[config.mk]
export PLATFORM = sky130hd
export DESIGN_NAME = mem_arbiter_flat
export DESIGN_NICKNAME = d
export VERILOG_FILES = /design/src/rtl/mem_arbiter_pkg.sv /design/src/rtl/mem_arbiter_if.sv /design/src/rtl/mem_arbiter.sv /design/src/flat_wrapper.sv
export SDC_FILE = /design/constraint.sdc
export NUM_CORES = 1
export LEC_CHECK = 0
export ABC_AREA = 1
export BUFFER_PORTS_ARGS = -buffer_cell sky130_fd_sc_hd__buf_2
export CORE_ASPECT_RATIO = 0.7
export CORE_MARGIN = 8
export CORE_UTILIZATION = 50
export CTS_CLUSTER_SIZE = 40
export DETAILED_ROUTE_END_ITERATION = 8
export PLACE_DENSITY = 0.94
export RECOVER_POWER = 25
export SLEW_MARGIN = 0
export SYNTH_ARGS = -nofsm -noshare
export SYNTH_HDL_FRONTEND = slang
export SYNTH_SLANG_ARGS = --single-unit
[constraint.sdc]
create_clock -name clk -period 4.34 [get_ports clk]
set_input_delay 0.217 -clock clk [delete_from_list [all_inputs] [get_ports clk]]
set_output_delay 0.217 -clock clk [all_outputs]
set_load 0.03 [all_outputs]
[src/rtl/mem_arbiter_pkg.sv]
// Shared definitions for the memory arbiter: FSM state encoding and parameter defaults.
package mem_arbiter_pkg;

  // Arbiter FSM states.
  typedef enum logic [1:0] {
    StIdle   = 2'd0,
    StIfBusy = 2'd1,
    StDBusy  = 2'd2
  } state_e;

  // Default bus-busy cycles before a transaction is aborted (legal range 2..255).
  localparam int unsigned TIMEOUT_DEFAULT    = 16;
  // Default number of back-to-back data grants allowed while a fetch waits.
  localparam int unsigned MAX_DBURST_DEFAULT = 4;

  // Width of the inline timeout and burst counters.
  localparam int unsigned CNT_W = 8;

endpackage

[src/rtl/mem_arbiter_if.sv]
// Shared memory-port bundle between the arbiter (master) and the memory (slave).
interface mem_arbiter_if;
  import mem_arbiter_pkg::*;

  logic        bus_req;
  logic        bus_we;
  logic [31:0] bus_addr;
  logic [31:0] bus_wdata;
  logic [3:0]  bus_wmask;
  logic        bus_ack;
  logic        bus_err;
  logic [31:0] bus_rdata;

  modport master (
    output bus_req, bus_we, bus_addr, bus_wdata, bus_wmask,
    input  bus_ack, bus_err, bus_rdata
  );

  modport slave (
    input  bus_req, bus_we, bus_addr, bus_wdata, bus_wmask,
    output bus_ack, bus_err, bus_rdata
  );

endinterface

[src/rtl/mem_arbiter.sv]
// Two-requester (instruction fetch / data) arbiter onto a single memory port.
// Data normally wins; a saturating burst counter forces a fetch grant after MAX_DBURST
// consecutive data grants. Each bus transaction is guarded by a timeout.
module mem_arbiter
  import mem_arbiter_pkg::*;
#(
  parameter int unsigned TIMEOUT    = TIMEOUT_DEFAULT,
  parameter int unsigned MAX_DBURST = MAX_DBURST_DEFAULT
) (
  input  logic          clk,
  input  logic          reset,
  // Instruction fetch port
  input  logic          if_req,
  input  logic [31:0]   if_addr,
  output logic [31:0]   if_rdata,
  output logic          if_ack,
  output logic          if_fault,
  // Data port
  input  logic          d_req,
  input  logic          d_we,
  input  logic [31:0]   d_addr,
  input  logic [31:0]   d_wdata,
  input  logic [3:0]    d_wmask,
  output logic [31:0]   d_rdata,
  output logic          d_ack,
  output logic          d_err,
  output logic          d_stall,
  // Shared memory port
  mem_arbiter_if.master bus
);

  localparam logic [CNT_W-1:0] TmoLast  = CNT_W'(TIMEOUT - 1);
  localparam logic [CNT_W-1:0] BurstMax = CNT_W'(MAX_DBURST);

  state_e           state_q, state_d;
  logic [CNT_W-1:0] tmo_q, tmo_d;
  logic [CNT_W-1:0] burst_q, burst_d;

  logic             bus_req_q, bus_req_d;
  logic             bus_we_q, bus_we_d;
  logic [31:0]      bus_addr_q, bus_addr_d;
  logic [31:0]      bus_wdata_q, bus_wdata_d;
  logic [3:0]       bus_wmask_q, bus_wmask_d;

  logic [31:0]      if_rdata_q, if_rdata_d;
  logic [31:0]      d_rdata_q, d_rdata_d;
  logic             if_ack_q, if_ack_d;
  logic             if_fault_q, if_fault_d;
  logic             d_ack_q, d_ack_d;
  logic             d_err_q, d_err_d;

  logic             resp_pending;
  logic             grant_d;
  logic             grant_if;
  logic             tmo_hit;
  logic             txn_done;
  logic             txn_fail;

  // While a response pulse is out, the requester still shows the request that just
  // completed; arbitrating then would reissue it, so that IDLE cycle never grants.
  assign resp_pending = if_ack_q | if_fault_q | d_ack_q | d_err_q;

  // Ack wins over an expiring timeout; ack together with err is an error.
  assign tmo_hit  = (tmo_q == TmoLast);
  assign txn_done = bus.bus_ack | bus.bus_err | tmo_hit;
  assign txn_fail = bus.bus_err | (~bus.bus_ack & tmo_hit);

  // Arbitration: data first unless the burst counter has saturated with a fetch waiting.
  always_comb begin
    grant_d  = 1'b0;
    grant_if = 1'b0;
    if (state_q == StIdle && !resp_pending) begin
      if (d_req && (!if_req || burst_q != BurstMax)) begin
        grant_d = 1'b1;
      end else if (if_req) begin
        grant_if = 1'b1;
      end
    end
  end

  // Burst counter: counts data grants that overtook a waiting fetch.
  always_comb begin
    burst_d = burst_q;
    if (!if_req || grant_if) begin
      burst_d = '0;
    end else if (grant_d && burst_q < BurstMax) begin
      burst_d = burst_q + CNT_W'(1);
    end
  end

  // FSM next state, bus port, response pulses and timeout counter.
  always_comb begin
    state_d     = state_q;
    tmo_d       = tmo_q;
    bus_req_d   = bus_req_q;
    bus_we_d    = bus_we_q;
    bus_addr_d  = bus_addr_q;
    bus_wdata_d = bus_wdata_q;
    bus_wmask_d = bus_wmask_q;
    if_rdata_d  = if_rdata_q;
    d_rdata_d   = d_rdata_q;
    if_ack_d    = 1'b0;
    if_fault_d  = 1'b0;
    d_ack_d     = 1'b0;
    d_err_d     = 1'b0;

    unique case (state_q)
      StIdle: begin
        if (grant_d) begin
          state_d     = StDBusy;
          tmo_d       = '0;
          bus_req_d   = 1'b1;
          bus_we_d    = d_we;
          bus_addr_d  = d_addr;
          bus_wdata_d = d_wdata;
          bus_wmask_d = d_wmask;
        end else if (grant_if) begin
          state_d     = StIfBusy;
          tmo_d       = '0;
          bus_req_d   = 1'b1;
          bus_we_d    = 1'b0;
          bus_addr_d  = if_addr;
          bus_wdata_d = '0;
          bus_wmask_d = '0;
        end
      end

      StIfBusy: begin
        if (txn_done) begin
          state_d   = StIdle;
          bus_req_d = 1'b0;
          if (txn_fail) begin
            if_fault_d = 1'b1;
          end else begin
            if_ack_d   = 1'b1;
            if_rdata_d = bus.bus_rdata;
          end
        end else begin
          tmo_d = tmo_q + CNT_W'(1);
        end
      end

      StDBusy: begin
        if (txn_done) begin
          state_d   = StIdle;
          bus_req_d = 1'b0;
          if (txn_fail) begin
            d_err_d = 1'b1;
          end else begin
            d_ack_d = 1'b1;
            // Stores leave the last load data visible.
            if (!bus_we_q) begin
              d_rdata_d = bus.bus_rdata;
            end
          end
        end else begin
          tmo_d = tmo_q + CNT_W'(1);
        end
      end

      default: begin
        state_d   = StIdle;
        bus_req_d = 1'b0;
      end
    endcase
  end

  // State and output registers; synchronous reset drops any transaction silently.
  always_ff @(posedge clk) begin
    if (reset) begin
      state_q     <= StIdle;
      tmo_q       <= '0;
      burst_q     <= '0;
      bus_req_q   <= 1'b0;
      bus_we_q    <= 1'b0;
      bus_addr_q  <= '0;
      bus_wdata_q <= '0;
      bus_wmask_q <= '0;
      if_rdata_q  <= '0;
      d_rdata_q   <= '0;
      if_ack_q    <= 1'b0;
      if_fault_q  <= 1'b0;
      d_ack_q     <= 1'b0;
      d_err_q     <= 1'b0;
    end else begin
      state_q     <= state_d;
      tmo_q       <= tmo_d;
      burst_q     <= burst_d;
      bus_req_q   <= bus_req_d;
      bus_we_q    <= bus_we_d;
      bus_addr_q  <= bus_addr_d;
      bus_wdata_q <= bus_wdata_d;
      bus_wmask_q <= bus_wmask_d;
      if_rdata_q  <= if_rdata_d;
      d_rdata_q   <= d_rdata_d;
      if_ack_q    <= if_ack_d;
      if_fault_q  <= if_fault_d;
      d_ack_q     <= d_ack_d;
      d_err_q     <= d_err_d;
    end
  end

  assign bus.bus_req   = bus_req_q;
  assign bus.bus_we    = bus_we_q;
  assign bus.bus_addr  = bus_addr_q;
  assign bus.bus_wdata = bus_wdata_q;
  assign bus.bus_wmask = bus_wmask_q;

  assign if_rdata = if_rdata_q;
  assign if_ack   = if_ack_q;
  assign if_fault = if_fault_q;
  assign d_rdata  = d_rdata_q;
  assign d_ack    = d_ack_q;
  assign d_err    = d_err_q;

  assign d_stall  = d_req & ~d_ack_q & ~d_err_q;

  // Internal consistency: bus_req tracks the BUSY states and at most one pulse at a time.
  busy_req_a : assert property (@(posedge clk) disable iff (reset)
    (state_q != StIdle) == bus_req_q);
  one_pulse_a : assert property (@(posedge clk) disable iff (reset)
    $onehot0({if_ack_q, if_fault_q, d_ack_q, d_err_q}));
  burst_sat_a : assert property (@(posedge clk) disable iff (reset)
    burst_q <= BurstMax);

endmodule
[src/flat_wrapper.sv]
// flat-port wrapper written by rule: the top's interface ports become plain ports
module mem_arbiter_flat import mem_arbiter_pkg::*;
#(
  parameter int unsigned TIMEOUT    = TIMEOUT_DEFAULT,
  parameter int unsigned MAX_DBURST = MAX_DBURST_DEFAULT
)
  (clk, reset, if_req, if_addr, if_rdata, if_ack, if_fault, d_req, d_we, d_addr, d_wdata, d_wmask, d_rdata, d_ack, d_err, d_stall, bus_bus_req, bus_bus_we, bus_bus_addr, bus_bus_wdata, bus_bus_wmask, bus_bus_ack, bus_bus_err, bus_bus_rdata);
  mem_arbiter_if bus_i ();
  input  logic clk;
  input  logic reset;
  input  logic if_req;
  input  logic [31:0] if_addr;
  output logic [31:0] if_rdata;
  output logic if_ack;
  output logic if_fault;
  input  logic d_req;
  input  logic d_we;
  input  logic [31:0] d_addr;
  input  logic [31:0] d_wdata;
  input  logic [3:0] d_wmask;
  output logic [31:0] d_rdata;
  output logic d_ack;
  output logic d_err;
  output logic d_stall;
  output wire logic [$bits(bus_i.bus_req)-1:0] bus_bus_req;
  output wire logic [$bits(bus_i.bus_we)-1:0] bus_bus_we;
  output wire logic [$bits(bus_i.bus_addr)-1:0] bus_bus_addr;
  output wire logic [$bits(bus_i.bus_wdata)-1:0] bus_bus_wdata;
  output wire logic [$bits(bus_i.bus_wmask)-1:0] bus_bus_wmask;
  input wire logic [$bits(bus_i.bus_ack)-1:0] bus_bus_ack;
  input wire logic [$bits(bus_i.bus_err)-1:0] bus_bus_err;
  input wire logic [$bits(bus_i.bus_rdata)-1:0] bus_bus_rdata;
  assign bus_bus_req = bus_i.bus_req;
  assign bus_bus_we = bus_i.bus_we;
  assign bus_bus_addr = bus_i.bus_addr;
  assign bus_bus_wdata = bus_i.bus_wdata;
  assign bus_bus_wmask = bus_i.bus_wmask;
  assign bus_i.bus_ack = bus_bus_ack;
  assign bus_i.bus_err = bus_bus_err;
  assign bus_i.bus_rdata = bus_bus_rdata;
  mem_arbiter #(.TIMEOUT(TIMEOUT), .MAX_DBURST(MAX_DBURST)) u_core (.clk(clk), .reset(reset), .if_req(if_req), .if_addr(if_addr), .if_rdata(if_rdata), .if_ack(if_ack), .if_fault(if_fault), .d_req(d_req), .d_we(d_we), .d_addr(d_addr), .d_wdata(d_wdata), .d_wmask(d_wmask), .d_rdata(d_rdata), .d_ack(d_ack), .d_err(d_err), .d_stall(d_stall), .bus(bus_i));
endmodule
==> flow_metrics.env <==
export IMPL_slowest_stage="nand2_4"
export IMPL_crit_path_end_kind="register"
export IMPL_synth_compound_area_frac=0.139
export IMPL_area_delta_synth_final_pct=30.7
export IMPL_critPathTopFamily="simple AND/OR/NAND/NOR gates"
export IMPL_clock_latency_ns=0.41
export IMPL_grt_max_degree=78
export IMPL_drc=0
export IMPL_grt_usage=0.222
export IMPL_worstSetupPathType="reg2reg"
export IMPL_cts_buffers=17
export IMPL_worst_ep_arrival_time_ns=2.91
export IMPL_routed_wl_mm=18.7
export IMPL_finalClockSkew_ns=0.0132
export IMPL_grt_pass1_wl_mm=29.2
export IMPL_synth_top_family_by_area="simple AND/OR/NAND/NOR gates"
export IMPL_synth_distinct_cells=33
export IMPL_start_util=0.517
export IMPL_grt_ovfl_total=0
export IMPL_yosysTopAreaCellShare=0.514
export IMPL_synth_area_leader_cell="dfxtp_1"
export IMPL_final_antenna_net_count=0
export IMPL_synthMuxAreaShare=0
export IMPL_maxCapViolations=0
export IMPL_cp_slowest_stage_delay_ns=0.49
export IMPL_grt_pass1_vias=5901
export IMPL_ios=278
export IMPL_critPathMaxFanout=37
export IMPL_cts_tree="built"
export IMPL_nFillCells=1017
export IMPL_die_area_mm2=0.0160
export IMPL_cts_root_buf="clkbuf_16"
export IMPL_post_cts_resized=0
export IMPL_leakage_uw=0.00350
export IMPL_cp_cell_sequence="inv_1 -> ha_1 -> nand3_1 -> nor3_1 -> nand2_2 -> nand2_4 -> inv_4 -> nand2_1 -> a21oi_1"
export IMPL_slew_headroom=0.213
export IMPL_fmax_ghz=0.378
export IMPL_row_count=33
export IMPL_ys_seq_elements=156
export IMPL_die_h_um=108
export IMPL_cts_setup_buffers=0
export IMPL_synth_simple_area_share=0.273
export IMPL_ys_warnings_count=0
export IMPL_rsz0062_at_grt="no"
export IMPL_multi_input_area_mm2=0.00260
export IMPL_finalSetupTns_ns=0
export IMPL_final_cell_mix="buf_2, dfxtp_1, nor2_1, nand2_1, a21oi_1"
export IMPL_antenna_found_initial=0
export IMPL_startpoint_type="register"
export IMPL_die_w_um=148
export IMPL_syn_inst=781
export IMPL_holdWs_ns=0.0457
export IMPL_irDropWorstVdd_v=0.000377
export IMPL_gp_congestion=0.822
export IMPL_yosysSeqAreaShare=0.514
export IMPL_via_per_inst=5.13
export IMPL_drt_initial_drc_count=506
export IMPL_htreeDepth=4
export IMPL_numPortBuffers=277
export IMPL_vias=6159
export IMPL_critPathBufInv=2
export IMPL_report_final_hold_viol_count=0
export IMPL_post_drt_wl_per_cell_um=15.6
export IMPL_core_mm2=0.0118
export IMPL_rrSetupSlack_ns=1.69
export IMPL_synthAdderAreaFrac=0.0123
export IMPL_power_density_mw_per_mm2=618
export IMPL_clk_path_buf_depth=2
export IMPL_synth_area_leaders="dfxtp_1, nor2_1, nand2_1"
export IMPL_outcome="complete, no violations"
export IMPL_hold_path_class="in2reg"
export IMPL_setup_viol=0
export IMPL_cp_required_ns=4.60
export IMPL_synthXorXnorAreaFrac=0.00288
export IMPL_clock_sinks=156
export IMPL_cts_hold_buffers=0
export IMPL_clkTransAtPathRegs_ns=0.07
export IMPL_drv_slew=0
export IMPL_final_nets=1175
export IMPL_fin_crit_ns=2.65
export IMPL_netlist_area_mm2=0.00608
export IMPL_drt_pre_antenna_iters=6
export IMPL_finalCritPeriodShare=0.610
export IMPL_synth_net_count=926
export IMPL_syn_avg_cell_area_um2=7.78
export IMPL_antenna_cells=0
export IMPL_final_common_cell="buf_2"
export IMPL_worst_slew_pin_slew_ns=1.18
export IMPL_hpwl_mm=13.5
export IMPL_register_area_mm2=0.00312
export IMPL_drive_above_1_share=0.244
where the power goes:
group	internal [uW]	switching, uW	leakage, uW
clock	879	618	0.000293
combinational	431	1190	0.00194
sequential	1660	126	0.00127
total	2970	1930	0.00350
worst reg2reg max path, stage by stage (launching register included):
cell and delay (ns):
dfxtp_1 0.31, inv_1 0.10, ha_1 0.24, nand3_1 0.18
nor3_1 0.27, nand2_2 0.46, nand2_4 0.50, inv_4 0.23
nand2_1 0.15, a21oi_1 0.07
cells in the mapped netlist (all sizes together):
cell type	count
dfxtp	156
nor2	155
nand2	142
a21oi	84
nand3	50
o21ai	34
o211ai	32
or2	32
clkbuf	29
inv	28
buf	21
ha	6
nor3	4
nand4	2
clkinv	1
nor3b	1
o21a	1
o21bai	1
xnor2	1
xor2	1
through the flow:
step,instances,utilization,total power (uW),area [um2],setup slack [ns]
5_1_grt,1200,0.675,5170,7950,1.44
3_3_place_gp,1168,0.632,3430,7440,1.81
4_1_cts,1200,0.683,4960,8040,1.69
2_1_floorplan,781,-,3050,6080,2.76
6_report,1200,0.675,4910,7950,1.69
3_5_place_dp,1168,0.632,3460,7440,1.69
final timing paths:
kind | endpoint | cells after the start | start
setup / recovery | u_core.bus.bus_we | 9 | u_core.state_q[0]
hold / removal | u_core.d_rdata[8] | 3 | bus_bus_rdata[8]
setup reg to reg | u_core.bus.bus_we | 9 | u_core.state_q[0]
hold reg to reg | u_core.burst_q[4] | 2 | u_core.burst_q[4]
registers in the layout, indices dropped and copies added (netlist names):
name,count
u_core.tmo_q,8
u_core.d_err,1
u_core.if_rdata,32
u_core.burst_q,8
u_core.bus.bus_we,1
u_core.if_ack,1
u_core.bus.bus_wmask,4
u_core.if_fault,1
u_core.d_rdata,32
u_core.bus.bus_addr,32
u_core.state_q,2
u_core.d_ack,1
u_core.bus.bus_req,1
u_core.bus.bus_wdata,32
kinds of logic (layout without fill, tap and decap cells):
kind of cell,Yosys count,count (layout)
DFF,156,156
adders and majority gates,6,6
buffers and inverters,79,341
and+or+nand+nor,386,386
xor gates and xnor gates,2,2
AOI/OAI and AO/OA,152,152
routing by layer:
metal	vias up	part of all wire	track usage
met2	279	0.49	0.383
met5	-	0	0
met4	0	0.011	0.0616
li1	3035	-	-
met3	17	0.10	0.0851
met1	2828	0.40	0.256
area by class of cell:
cell class,count,share of cell area
clock inverters,13,0.0192
multi-input cells,546,0.327
clock buffers,19,0.0557
flip-flops and latches,156,0.393
well taps,157,0.0247
repair buffers,280,0.166
inverters,29,0.0140
No activity file was read; power rests on OpenSTA's default activity.
